**config.mk**
```make
export PLATFORM = sky130hd
export DESIGN_NAME = bcd_timer_counter
export DESIGN_NICKNAME = d
export VERILOG_FILES = /design/src/rtl/bcd_timer_counter.sv
export SDC_FILE = /design/constraint.sdc
export NUM_CORES = 1
export LEC_CHECK = 0
export ABC_CLOCK_PERIOD_IN_PS = 2300
export BUFFER_PORTS_ARGS = -buffer_cell sky130_fd_sc_hd__buf_4
export CORE_MARGIN = 3
export CORE_UTILIZATION = 53
export DETAILED_ROUTE_END_ITERATION = 6
export PLACE_DENSITY = 0.87
export RECOVER_POWER = 50
export SLEW_MARGIN = 10
export SYNTH_ARGS = -nofsm -noshare
export SYNTH_HDL_FRONTEND = slang
export SYNTH_SLANG_ARGS = --single-unit
export TNS_END_PERCENT = 20
```
**constraint.sdc**
```tcl
create_clock -name clk -period 2.3 [get_ports clk]
set_input_delay 0.115 -clock clk [delete_from_list [all_inputs] [get_ports clk]]
set_output_delay 0.115 -clock clk [all_outputs]
set_load 0.02 [all_outputs]
```
**src/rtl/bcd_timer_counter.sv**
```systemverilog
// BCD up/down timer core: NFIELDS base-60 fields, each a packed ones/tens BCD digit pair.
// Latency: count/tick/done/expired are registered; first step lands CLK_DIV cycles after run rises.
// No backpressure: load/clear are single-cycle strobes, outputs are plain registered levels/pulses.
module bcd_timer_counter #(
  parameter int NFIELDS = 2,
  parameter int CLK_DIV = 50000000,
  parameter int WRAP    = 0
) (
  input  logic                   clk,
  input  logic                   rst_n,
  input  logic                   run,
  input  logic                   mode,
  input  logic                   load,
  input  logic [8*NFIELDS-1:0]   load_val,
  input  logic                   clear,
  output logic [8*NFIELDS-1:0]   count,
  output logic                   tick,
  output logic                   done,
  output logic                   expired
);

  localparam int CW = 8 * NFIELDS;
  localparam int PW = (CLK_DIV > 2) ? $clog2(CLK_DIV) : 1;
  localparam logic [PW-1:0] PRESC_MAX = PW'(CLK_DIV - 1);
  localparam logic [CW-1:0] TERM_UP   = {NFIELDS{8'h59}};
  localparam logic [CW-1:0] TERM_DOWN = '0;

  // Clamp out-of-range digits so the count only ever holds legal base-60 BCD.
  function automatic logic [CW-1:0] sanitise(input logic [CW-1:0] v);
    logic [CW-1:0] r;
    r = v;
    for (int f = 0; f < NFIELDS; f++) begin
      if (v[8*f +: 4] > 4'd9) r[8*f +: 4] = 4'd9;
      if (v[8*f+4 +: 4] > 4'd5) r[8*f+4 +: 4] = 4'd5;
    end
    return r;
  endfunction

  logic [PW-1:0] presc;
  logic          step_fire;

  logic [CW-1:0] dn_val;
  logic          dn_borrow;
  logic [CW-1:0] up_val;
  logic          up_carry;
  logic [3:0]    dn_ones, dn_tens;
  logic [3:0]    up_ones, up_tens;

  logic [CW-1:0] nxt_val;
  logic          nxt_wrap;
  logic [CW-1:0] term_val;
  logic          at_term;
  logic          nxt_is_term;

  logic [CW-1:0] step_count;
  logic          step_done;
  logic          step_expired;

  // A step fires only on a prescaler rollover that is not pre-empted by clear or load.
  assign step_fire = run && !clear && !load && (presc == PRESC_MAX);

  // Prescaler: restarts on clear/load, frozen while paused, wraps at CLK_DIV-1.
  always_ff @(posedge clk or negedge rst_n) begin
    if (!rst_n) begin
      presc <= '0;
    end else if (clear || load) begin
      presc <= '0;
    end else if (run) begin
      if (presc == PRESC_MAX) presc <= '0;
      else                    presc <= presc + 1'b1;
    end
  end

  // Down-count arithmetic: borrow ripples ones -> tens -> next field; final borrow marks a wrap.
  always_comb begin
    dn_val    = count;
    dn_borrow = 1'b1;
    dn_ones   = 4'd0;
    dn_tens   = 4'd0;
    for (int f = 0; f < NFIELDS; f++) begin
      dn_ones = count[8*f +: 4];
      dn_tens = count[8*f+4 +: 4];
      if (dn_borrow) begin
        if (dn_ones == 4'd0) begin
          dn_ones = 4'd9;
          if (dn_tens == 4'd0) begin
            dn_tens   = 4'd5;
            dn_borrow = 1'b1;
          end else begin
            dn_tens   = dn_tens - 4'd1;
            dn_borrow = 1'b0;
          end
        end else begin
          dn_ones   = dn_ones - 4'd1;
          dn_borrow = 1'b0;
        end
      end
      dn_val[8*f +: 4]   = dn_ones;
      dn_val[8*f+4 +: 4] = dn_tens;
    end
  end

  // Up-count arithmetic: mirror of the down path, 9 -> 0 and 5x -> 0x carry outward.
  always_comb begin
    up_val   = count;
    up_carry = 1'b1;
    up_ones  = 4'd0;
    up_tens  = 4'd0;
    for (int f = 0; f < NFIELDS; f++) begin
      up_ones = count[8*f +: 4];
      up_tens = count[8*f+4 +: 4];
      if (up_carry) begin
        if (up_ones == 4'd9) begin
          up_ones = 4'd0;
          if (up_tens == 4'd5) begin
            up_tens  = 4'd0;
            up_carry = 1'b1;
          end else begin
            up_tens  = up_tens + 4'd1;
            up_carry = 1'b0;
          end
        end else begin
          up_ones  = up_ones + 4'd1;
          up_carry = 1'b0;
        end
      end
      up_val[8*f +: 4]   = up_ones;
      up_val[8*f+4 +: 4] = up_tens;
    end
  end

  // Direction select plus terminal-value detection for the current and next count.
  always_comb begin
    nxt_val     = mode ? dn_val : up_val;
    nxt_wrap    = mode ? dn_borrow : up_carry;
    term_val    = mode ? TERM_DOWN : TERM_UP;
    at_term     = (count == term_val);
    nxt_is_term = (nxt_val == term_val);
  end

  // Step outcome: wrap policy pulses done on the wrap itself; saturate policy parks at terminal.
  always_comb begin
    step_count   = count;
    step_done    = 1'b0;
    step_expired = expired;
    if (WRAP != 0) begin
      step_count   = nxt_val;
      step_done    = nxt_wrap;
      step_expired = 1'b0;
    end else if (at_term) begin
      // Already sitting on terminal: hold; announce once if not yet flagged.
      step_done    = !expired;
      step_expired = 1'b1;
    end else begin
      // Stepping off (or toward) terminal; leaving terminal clears a stale expired.
      step_count   = nxt_val;
      step_done    = nxt_is_term;
      step_expired = nxt_is_term;
    end
  end

  // Count and status registers: clear beats load beats step; tick/done are single-cycle.
  always_ff @(posedge clk or negedge rst_n) begin
    if (!rst_n) begin
      count   <= '0;
      tick    <= 1'b0;
      done    <= 1'b0;
      expired <= 1'b0;
    end else begin
      tick <= 1'b0;
      done <= 1'b0;
      if (clear) begin
        count   <= '0;
        expired <= 1'b0;
      end else if (load) begin
        count   <= sanitise(load_val);
        expired <= 1'b0;
      end else if (step_fire) begin
        count   <= step_count;
        tick    <= 1'b1;
        done    <= step_done;
        expired <= step_expired;
      end
    end
  end

endmodule

```
# ---- Yosys cells after proc, flatten, opt, wreduce, memory -nomap -nowiden
# Cells that the tools add are included.
dict set report totals {
  input_bits 22
  reg_bits 45
}
dict set report classes {
  n_mux 44
  n_addsub 9
  n_eq_ne 8
  reduce_logical 14
  magnitude_cmp 4
}
# operator n
set ops {}
lappend ops {{16-bit 2-to-1 mux} 5}
lappend ops {{4-bit 2-to-1 mux} 20}
lappend ops {{26-bit 2-to-1 mux} 3}
lappend ops {{16-bit by 15-bit equality test with 1-bit output} 2}
lappend ops {{26-bit by 1-bit adder with 26-bit output (second input constant)} 1}
lappend ops {{26-bit equality test (second input constant)} 1}
lappend ops {{4-bit by 1-bit adder with 4-bit output (second input constant)} 4}
lappend ops {{4-bit zero test} 4}
lappend ops {{4-bit by 1-bit subtractor with 4-bit output (second input constant)} 4}
lappend ops {{1-bit 2-to-1 mux} 15}
lappend ops {{15-bit 2-to-1 mux} 1}
lappend ops {{4-bit by 3-bit equality test with 1-bit output (second input constant)} 2}
lappend ops {{4-bit equality test (second input constant)} 2}
lappend ops {{4-bit by 3-bit > comparator with 1-bit output (second input constant)} 2}
lappend ops {{4-bit > comparator (second input constant)} 2}
lappend ops {{1-bit logical AND} 3}
lappend ops {{1-bit zero test} 3}
lappend ops {{3-bit inequality test (second input constant)} 1}
lappend ops {{3-bit nonzero test} 1}
lappend ops {{2-bit AND reduction} 1}
lappend ops {{2-bit nonzero test} 1}
lappend ops {{1-bit logical OR} 1}

# ---- Longest topological paths before layout
# Gate-level depths: netlist of the first run.
dict set report logic_depth {
  word_depth 10
  mapped_depth 10
  mapped_depth_nobuf 9
}

# ---- Worst setup path after synthesis of the first run
# OpenSTA, ideal clock, no wires.
dict set report synth_timing {
  path_kind {register -> register}
  startpoint {reg count[0]}
  endpoint {reg expired}
  setup_slack_ns -0.067
  arrival_time_ns 2.241
  setup_ns 0.126
  stages_incl_launch_ff 10
  path_buffers 0
  path_cell_list {dfrtp_1 > inv_1 > ha_1 > nand4bb_1 > or4_4 > a21oi_4 > xor2_2 > nor4_1 > o2111ai_2 > o21ai_2}
}
dict set report synth_between {
  elab_chain_len 9
}
# element line
set synth_rtl {}
lappend synth_rtl {{from (decl)} 16} ;# output logic [8*NFIELDS-1:0] count,
lappend synth_rtl {{from (signal assigned)} 176} ;# count <= sanitise(load_val);
lappend synth_rtl {{from (signal assigned)} 179} ;# count <= step_count;
lappend synth_rtl {{parallel branches: the longest is 5 deep, another holds 4-bit by 1-bit adder with 4-bit output} -}
lappend synth_rtl {{1-bit 2-to-1 mux *} 150} ;# end else if (at_term) begin
lappend synth_rtl {{1-bit 2-to-1 mux *} 178} ;# end else if (step_fire) begin
lappend synth_rtl {{1-bit 2-to-1 mux *} 175} ;# end else if (load) begin
lappend synth_rtl {{1-bit 2-to-1 mux *} 172} ;# if (clear) begin
lappend synth_rtl {{to (signal assigned)} 182} ;# expired <= step_expired;
lappend synth_rtl {{to (decl)} 19} ;# output logic expired
# Mark *: on every way between the ends. The select of a mux whose other input is x is not followed.
# A chain may end at the register's enable or synchronous reset.

# ---- Worst setup path in the final report of the first run
dict set report layout_timing {
  startpoint {reg count[2]}
  endpoint {reg expired}
}
# Same word-level chain as after synthesis.

==> results of run 1 <==
[layer usage]
layer	vias to the layer above	part of all wire, %	track usage (%)
li1	1692	-	-
met1	1750	43	38.9
met2	197	46	42.5
met3	25	9.4	5.48
met4	0	2.0	6.33
met5	-	0	0
[sequential cells by signal, summed over array words and instances (netlist names)]
| name | cells |
|---|---|
| tick | 1 |
| done | 1 |
| presc | 26 |
| count | 16 |
| expired | 1 |
[Yosys cell counts (all sizes together), types with 4 or more instances]
cell type and count:
a2111oi 4, a21oi 25, a22o 4, a31oi 9
and3 5, and4 4, buf 8, clkbuf 22
dfrtp 45, ha 4, inv 11, mux2i 4
nand2 43, nand3 14, nand4 14, nor2 39
nor2b 5, nor3 11, nor3b 6, nor4 10
o211ai 5, o21ai 40, o31ai 14, or2 5
or3 6, xnor2 4, xor2 5
[stage by stage]
stage	hold slack, ps	instance area (um^2)	total power, mW	setup WS, ps
after floorplan	-181	3350	1.18	4.85
after detailed placement	151	3950	1.40	-36.9
after global placement	145	3950	1.39	67.6
after global routing	128	4170	2.06	-81.3
final	131	4170	1.97	-3.03
after CTS	119	4060	1.92	8.97
[what timing repair did]
| action | 4_1_cts | 5_1_grt |
|---|---|---|
| setup endpoints to repair | 2 | 27 |
| hold buffers | 1 | 0 |
| endpoints found under the hold margin | 45 | 0 |
| gates resized for setup | 3 | 25 |
| pin swaps | 0 | 6 |
[worst min-delay path, stage by stage]
cell and delay, ps:
buf_4 110, a21oi_1 120, o31ai_1 70
[power groups by stage]
| stage | logic, mW | registers [mW] | clock network [mW] |
|---|---|---|---|
| 4_1_cts | 0.539 | 0.855 | 0.522 |
| 2_1_floorplan | 0.291 | 0.889 | 0 |
| 6_report | 0.584 | 0.861 | 0.528 |
| 3_3_place_gp | 0.517 | 0.868 | 0 |
| 3_5_place_dp | 0.531 | 0.870 | 0 |
| 5_1_grt | 0.627 | 0.866 | 0.563 |
[cells by family after synthesis]
family,after synthesis
fa+ha+maj,4
buf+inv,41
mux,4
compound gates,134
flops,45
simple gates,179
xor+xnor,9
[path summary, 6_finish.rpt]
kind / slack [ps] / from / end
setup reg to reg: -3 / count[2] / expired
setup / recovery: -3 / count[2] / expired
min in group asynchronous: 540 / rst_n / count[12]
hold / removal: 130 / load_val[9] / count[9]
hold reg to reg: 500 / presc[22] / presc[22]
max in group asynchronous: 950 / rst_n / count[0]
[cell type report]
class,count,area [um^2]
clock buffers,5,68.8
fillers,466,1860
multi-input cells,330,2200
well taps,75,93.8
flip-flops and latches,45,1130
repair buffers,82,617
inverters,11,41.3
clock inverters,3,21.3
==> results by group, run 1 <==
Run status
  – Status: finished with violations
  – Violated checks: negative setup slack

STA
  – Setup WS post-layout: -3.03 ps
  – Setup Skew: 21.8 ps
  – Setup violators final: 1
  – Fmax: 434 MHz
  – Slew Limit Fails: 0
  – Final Critical Period: 2300 ps
  – Tcrit/Tclk final: 100%
  – Fin Setup TNS: -3.03 ps
  – Final Hold Violating Endpoints: 0
  – RSZ-0062 raised after global routing: yes
  – Worst slew margin: 23.8%
  – Worst slew pin tran: 1140 ps

Worst setup path
  – Max stage delay on crit path: 570 ps
  – Critical path's top delay family: simple AND/OR/NAND/NOR gates
  – Total number of cells along the worst setup path: 7
  – CP Data Required Time: 2560 ps
  – WP buf/inv: 0
  – Crit path launch type: flop
  – WS Path Type: reg -> reg
  – Worst Reg-to-Reg Cells: 7
  – Crit path cell chain: or4_4 -> or4_4 -> a21oi_4 -> xor2_2 -> nor3b_2 -> o2111ai_2 -> o21ai_2
  – Crit end category: flop
  – Cell mode on critical path: or4_4
  – Crit path DAT: 2560 ps
  – Crit-path max FO: 3
  – Critical Path Slowest Stage Cell: or4_4

Final layout
  – Diodes inserted: 0
  – Layout overhead on the synthesized area: 24.5%
  – Final cell count without fillers: 551
  – Fraction of layout cells with a size suffix above 1: 26.7%
  – Most frequent cells in the layout: buf_4 (76), nand2_1 (43), dfrtp_1 (42), nor2_1 (38), o21ai_0 (38)
  – Post-route core utilization: 69.2%
  – Commonest non-fill, non-tap cell in the layout: buf_4
  – Final nets: 501

Pwr
  – Logic pwr share: 29.6%
  – PD cells: 473 nW/um^2
  – Internal power: 1.28 mW
  – Sequential share of power: 43.6%
  – Leakage power: 1.70 nW
  – Clock share of power: 26.8%
  – Switching part of the total: 35.1%
  – Max VDD drop: 0.000400 V
  – P_sw: 0.692 mW

Placement
  – IO buf count: 40
  – GP Congestion: 0.977
  – Placed cells: 542
  – Post-DP HPWL: 6.90 mm

Clock tree
  – Root Buffer: clkbuf_8
  – CTS tree: done
  – Total CTS buffers: 5
  – Clock transition at path regs: 100 ps
  – Postcts setup bufs: 0
  – Clk buf depth: 2
  – Clk_lat worst skew: 320 ps
  – H-tree level count: 2
  – Clock tree sinks: 45

Yosys
  – Syn Area/Cell: 8.05 um^2
  – Post-synth EDFFs: 0
  – Largest family of logic cells by synthesized area: simple AND/OR/NAND/NOR gates
  – Synthesized area: 3350 um^2
  – Yosys cell types: 67
  – Cell count after synthesis: 416
  – YS warnings: 0
  – Ys flop type: dfrtp_1
  – Asr flop ratio synth: 100%
  – Compound-Gate Fraction of Synth Area: 26.9%
  – Top-area cell type share of the netlist area: 33.6%
  – Yosys reg bits: 45
  – Adder-cell share of the synthesized area: 1.49%
  – Post-Synth XOR/XNOR Area: 2.58%
  – Sequential area share after synthesis: 33.6%
  – Simple-Gate Fraction of Synth Area: 29.4%
  – Mux share of post-synthesis cell area: 1.19%
  – Yosys top cell by area: dfrtp_1
  – Ranking of synthesized cells by area: dfrtp_1 (34%), o21ai_0 (5.7%), nand2_1 (4.8%), nor2_1 (4.4%), a21oi_1 (3.6%)
  – Syn nets: 442

Worst hold path
  – Hold Path Class: in -> reg
  – Hold path depth: 3

Drt
  – 1st-iter DRT viols: 372
  – TritonRoute pass-1 iters: 5
  – Post-DR wirelength/cell: 18.1 um
  – Vias per cell: 6.65
  – Detail Route Antenna Nets: 0
  – Post-Route WL: 9.96 mm
  – Total via count in the routed design: 3664
  – # DRC: 0

Global route
  – GRT overflow: 0
  – Initial antenna violation count: 0
  – Total GRT Usage: 27.1%
  – Global-route wire length before repair: 16.3 mm
  – Number of global-route vias before repair: 3385
  – Largest net degree at the start of global routing: 46

Die
  – FP Rows: 28
  – Io pins: 41
  – Die width: 85.5 um
  – Die H: 85.5 um
  – Die area: 7310 um^2
  – Core Area: 6030 um^2
  – Initial core utilization: 55.6%

Flow run
  – Max cap viols: 0
Note: power is estimated with default switching activity, not from simulation.
==> run 2: changes to the inputs <==
--- a/config.mk
+++ b/config.mk
@@ -7,9 +7,10 @@
 export LEC_CHECK = 0
 export ABC_CLOCK_PERIOD_IN_PS = 2300
 export BUFFER_PORTS_ARGS = -buffer_cell sky130_fd_sc_hd__buf_4
-export CORE_MARGIN = 3
+export CORE_MARGIN = 2
 export CORE_UTILIZATION = 53
 export DETAILED_ROUTE_END_ITERATION = 6
+export MAX_ROUTING_LAYER = met4
 export PLACE_DENSITY = 0.87
 export RECOVER_POWER = 50
 export SLEW_MARGIN = 10
==> results by group, run 2 (synthesized netlist as in run 1, its figures left out) <==
Run status
  – Status: finished with violations
  – Violated checks: negative setup slack

Drt
  – Post-DR wirelength/cell: 17.6 um
  – # DRC: 0
  – Post-Route WL: 9.62 mm
  – TritonRoute pass-1 iters: 5
  – 1st-iter DRT viols: 382
  – Total via count in the routed design: 3587
  – Vias per cell: 6.57
  – Detail Route Antenna Nets: 0

Clock tree
  – Clk buf depth: 2
  – CTS tree: done
  – H-tree level count: 2
  – Clk_lat worst skew: 310 ps
  – Clock transition at path regs: 90 ps
  – Total CTS buffers: 5
  – Root Buffer: clkbuf_8
  – Clock tree sinks: 45

Pwr
  – Leakage power: 1.69 nW
  – P_sw: 0.675 mW
  – Logic pwr share: 30.0%
  – Power Total: 1.97 mW
  – Internal power: 1.29 mW
  – Max VDD drop: 0.000348 V
  – Sequential share of power: 43.9%
  – Switching part of the total: 34.3%
  – PD cells: 471 nW/um^2
  – Clock share of power: 26.1%

Final layout
  – Fraction of layout cells with a size suffix above 1: 27.0%
  – Max FFs per register: 26
  – Top flop regs: presc: 26 flops, count: 16 flops
  – Commonest non-fill, non-tap cell in the layout: buf_4
  – Final nets: 496
  – Final cell count without fillers: 546
  – Layout overhead on the synthesized area: 24.6%
  – Diodes inserted: 0
  – Design Area, Final: 4180 um^2
  – Largest Register: presc
  – Most frequent cells in the layout: buf_4 (71), nand2_1 (43), dfrtp_1 (41), nor2_1 (38), o21ai_0 (38)

Global route
  – Global-route wire length before repair: 15.4 mm
  – Initial antenna violation count: 0
  – Total GRT Usage: 27.4%
  – Largest net degree at the start of global routing: 46
  – GRT overflow: 0
  – Number of global-route vias before repair: 3197

Worst setup path
  – Crit-path max FO: 6
  – CP Data Required Time: 2540 ps
  – Crit path launch type: flop
  – WS Path Type: reg -> reg
  – Crit path DAT: 2550 ps
  – Crit end category: flop

STA
  – RSZ-0062 raised after global routing: yes
  – Fmax: 434 MHz
  – Setup Skew: 7.49 ps
  – Worst slew pin tran: 1150 ps
  – Setup WS post-layout: -1.79 ps
  – Worst slew margin: 23.6%
  – Tcrit/Tclk final: 100%
  – Final Critical Period: 2300 ps
  – Final Hold Violating Endpoints: 0
  – Setup violators final: 1
  – Slew Limit Fails: 0

Placement
  – GP Congestion: 0.970
  – IO buf count: 40
  – Post-DP HPWL: 6.60 mm
  – Placement Cell Area: 3910 um^2
  – Placed cells: 536

Die
  – FP Rows: 28
  – Core Area: 6030 um^2
  – Die H: 83.5 um
  – Initial core utilization: 55.6%
  – Io pins: 41
  – Die width: 83.5 um
  – Die area: 6970 um^2

Worst hold path
  – Hold Path Class: in -> reg

Flow run
  – Max cap viols: 0
run 2: power groups by stage:
stage / logic (mW) / registers (mW) / clock network [mW]
finish: 0.590 / 0.864 / 0.513
global route: 0.638 / 0.869 / 0.562
CTS: 0.541 / 0.859 / 0.532
detailed placement: 0.527 / 0.874 / 0
global placement: 0.516 / 0.872 / 0
floorplan: 0.291 / 0.889 / 0
run 2: path summary, 6_finish.rpt:
kind | from | endpoint | slack [ps] | depth (start not counted)
min in group asynchronous | rst_n | count[9] | 560 | 2
max in group asynchronous | rst_n | count[0] | 950 | 2
worst min-delay path | load_val[2] | count[2] | 130 | 3
worst max-delay path | count[0] | expired | -2 | 9
worst min register to register | presc[14] | presc[14] | 520 | 1
worst max register to register | count[0] | expired | -2 | 9
run 2: cell type report:
class                           instances  area [um^2]
Inverter                               11         41.3
Timing Repair Buffer                   77          596
Clock buffer                            5         68.8
Multi-Input combinational cell        330         2220
Fill cell                             463         1850
Tap cell                               75         93.8
Sequential cell                        45         1130
Clock inverter                          3         22.5
run 2: through the flow:
| stage | setup TNS (ps) | setup slack (ps) | util, % | hold slack [ps] |
|---|---|---|---|---|
| final | -1.79 | -1.79 | 69.3 | 132 |
| after global routing | -345 | -105 | 69.3 | 165 |
| after CTS | -31.3 | -16.3 | 67.3 | 130 |
| after floorplan | 0 | 4.85 | - | -181 |
| after detailed placement | -174 | -86.0 | 65.0 | 164 |
| after global placement | 0 | 7.12 | 65.0 | 157 |
run 2: routing by layer:
layer	GRT usage (%)	up-vias	part of all wire, %
li1	-	1680	-
met1	37.1	1689	43
met2	42.4	193	47
met3	5.74	25	8.9
met4	6.89	0	1.6
met5	-	-	0
run 2: worst max-delay path: stages (launching register included):
cell and delay [ps]:
dfrtp_2 450, inv_2 100, ha_4 190, nand4bb_4 150, or4_4 520, a21oi_4 150, xor2_2 230, nor3b_2 220
o2111ai_2 140, o21ai_2 80
run 2: timing repair:
item                                   in CTS  in global routing
pin swaps                                   0                  4
setup endpoints to repair                   9                 35
endpoints found under the hold margin      45                  0
cloned                                      0                  0
hold buffers                                1                  0
buffers inserted                            0                  1
resized for setup                           6                 27
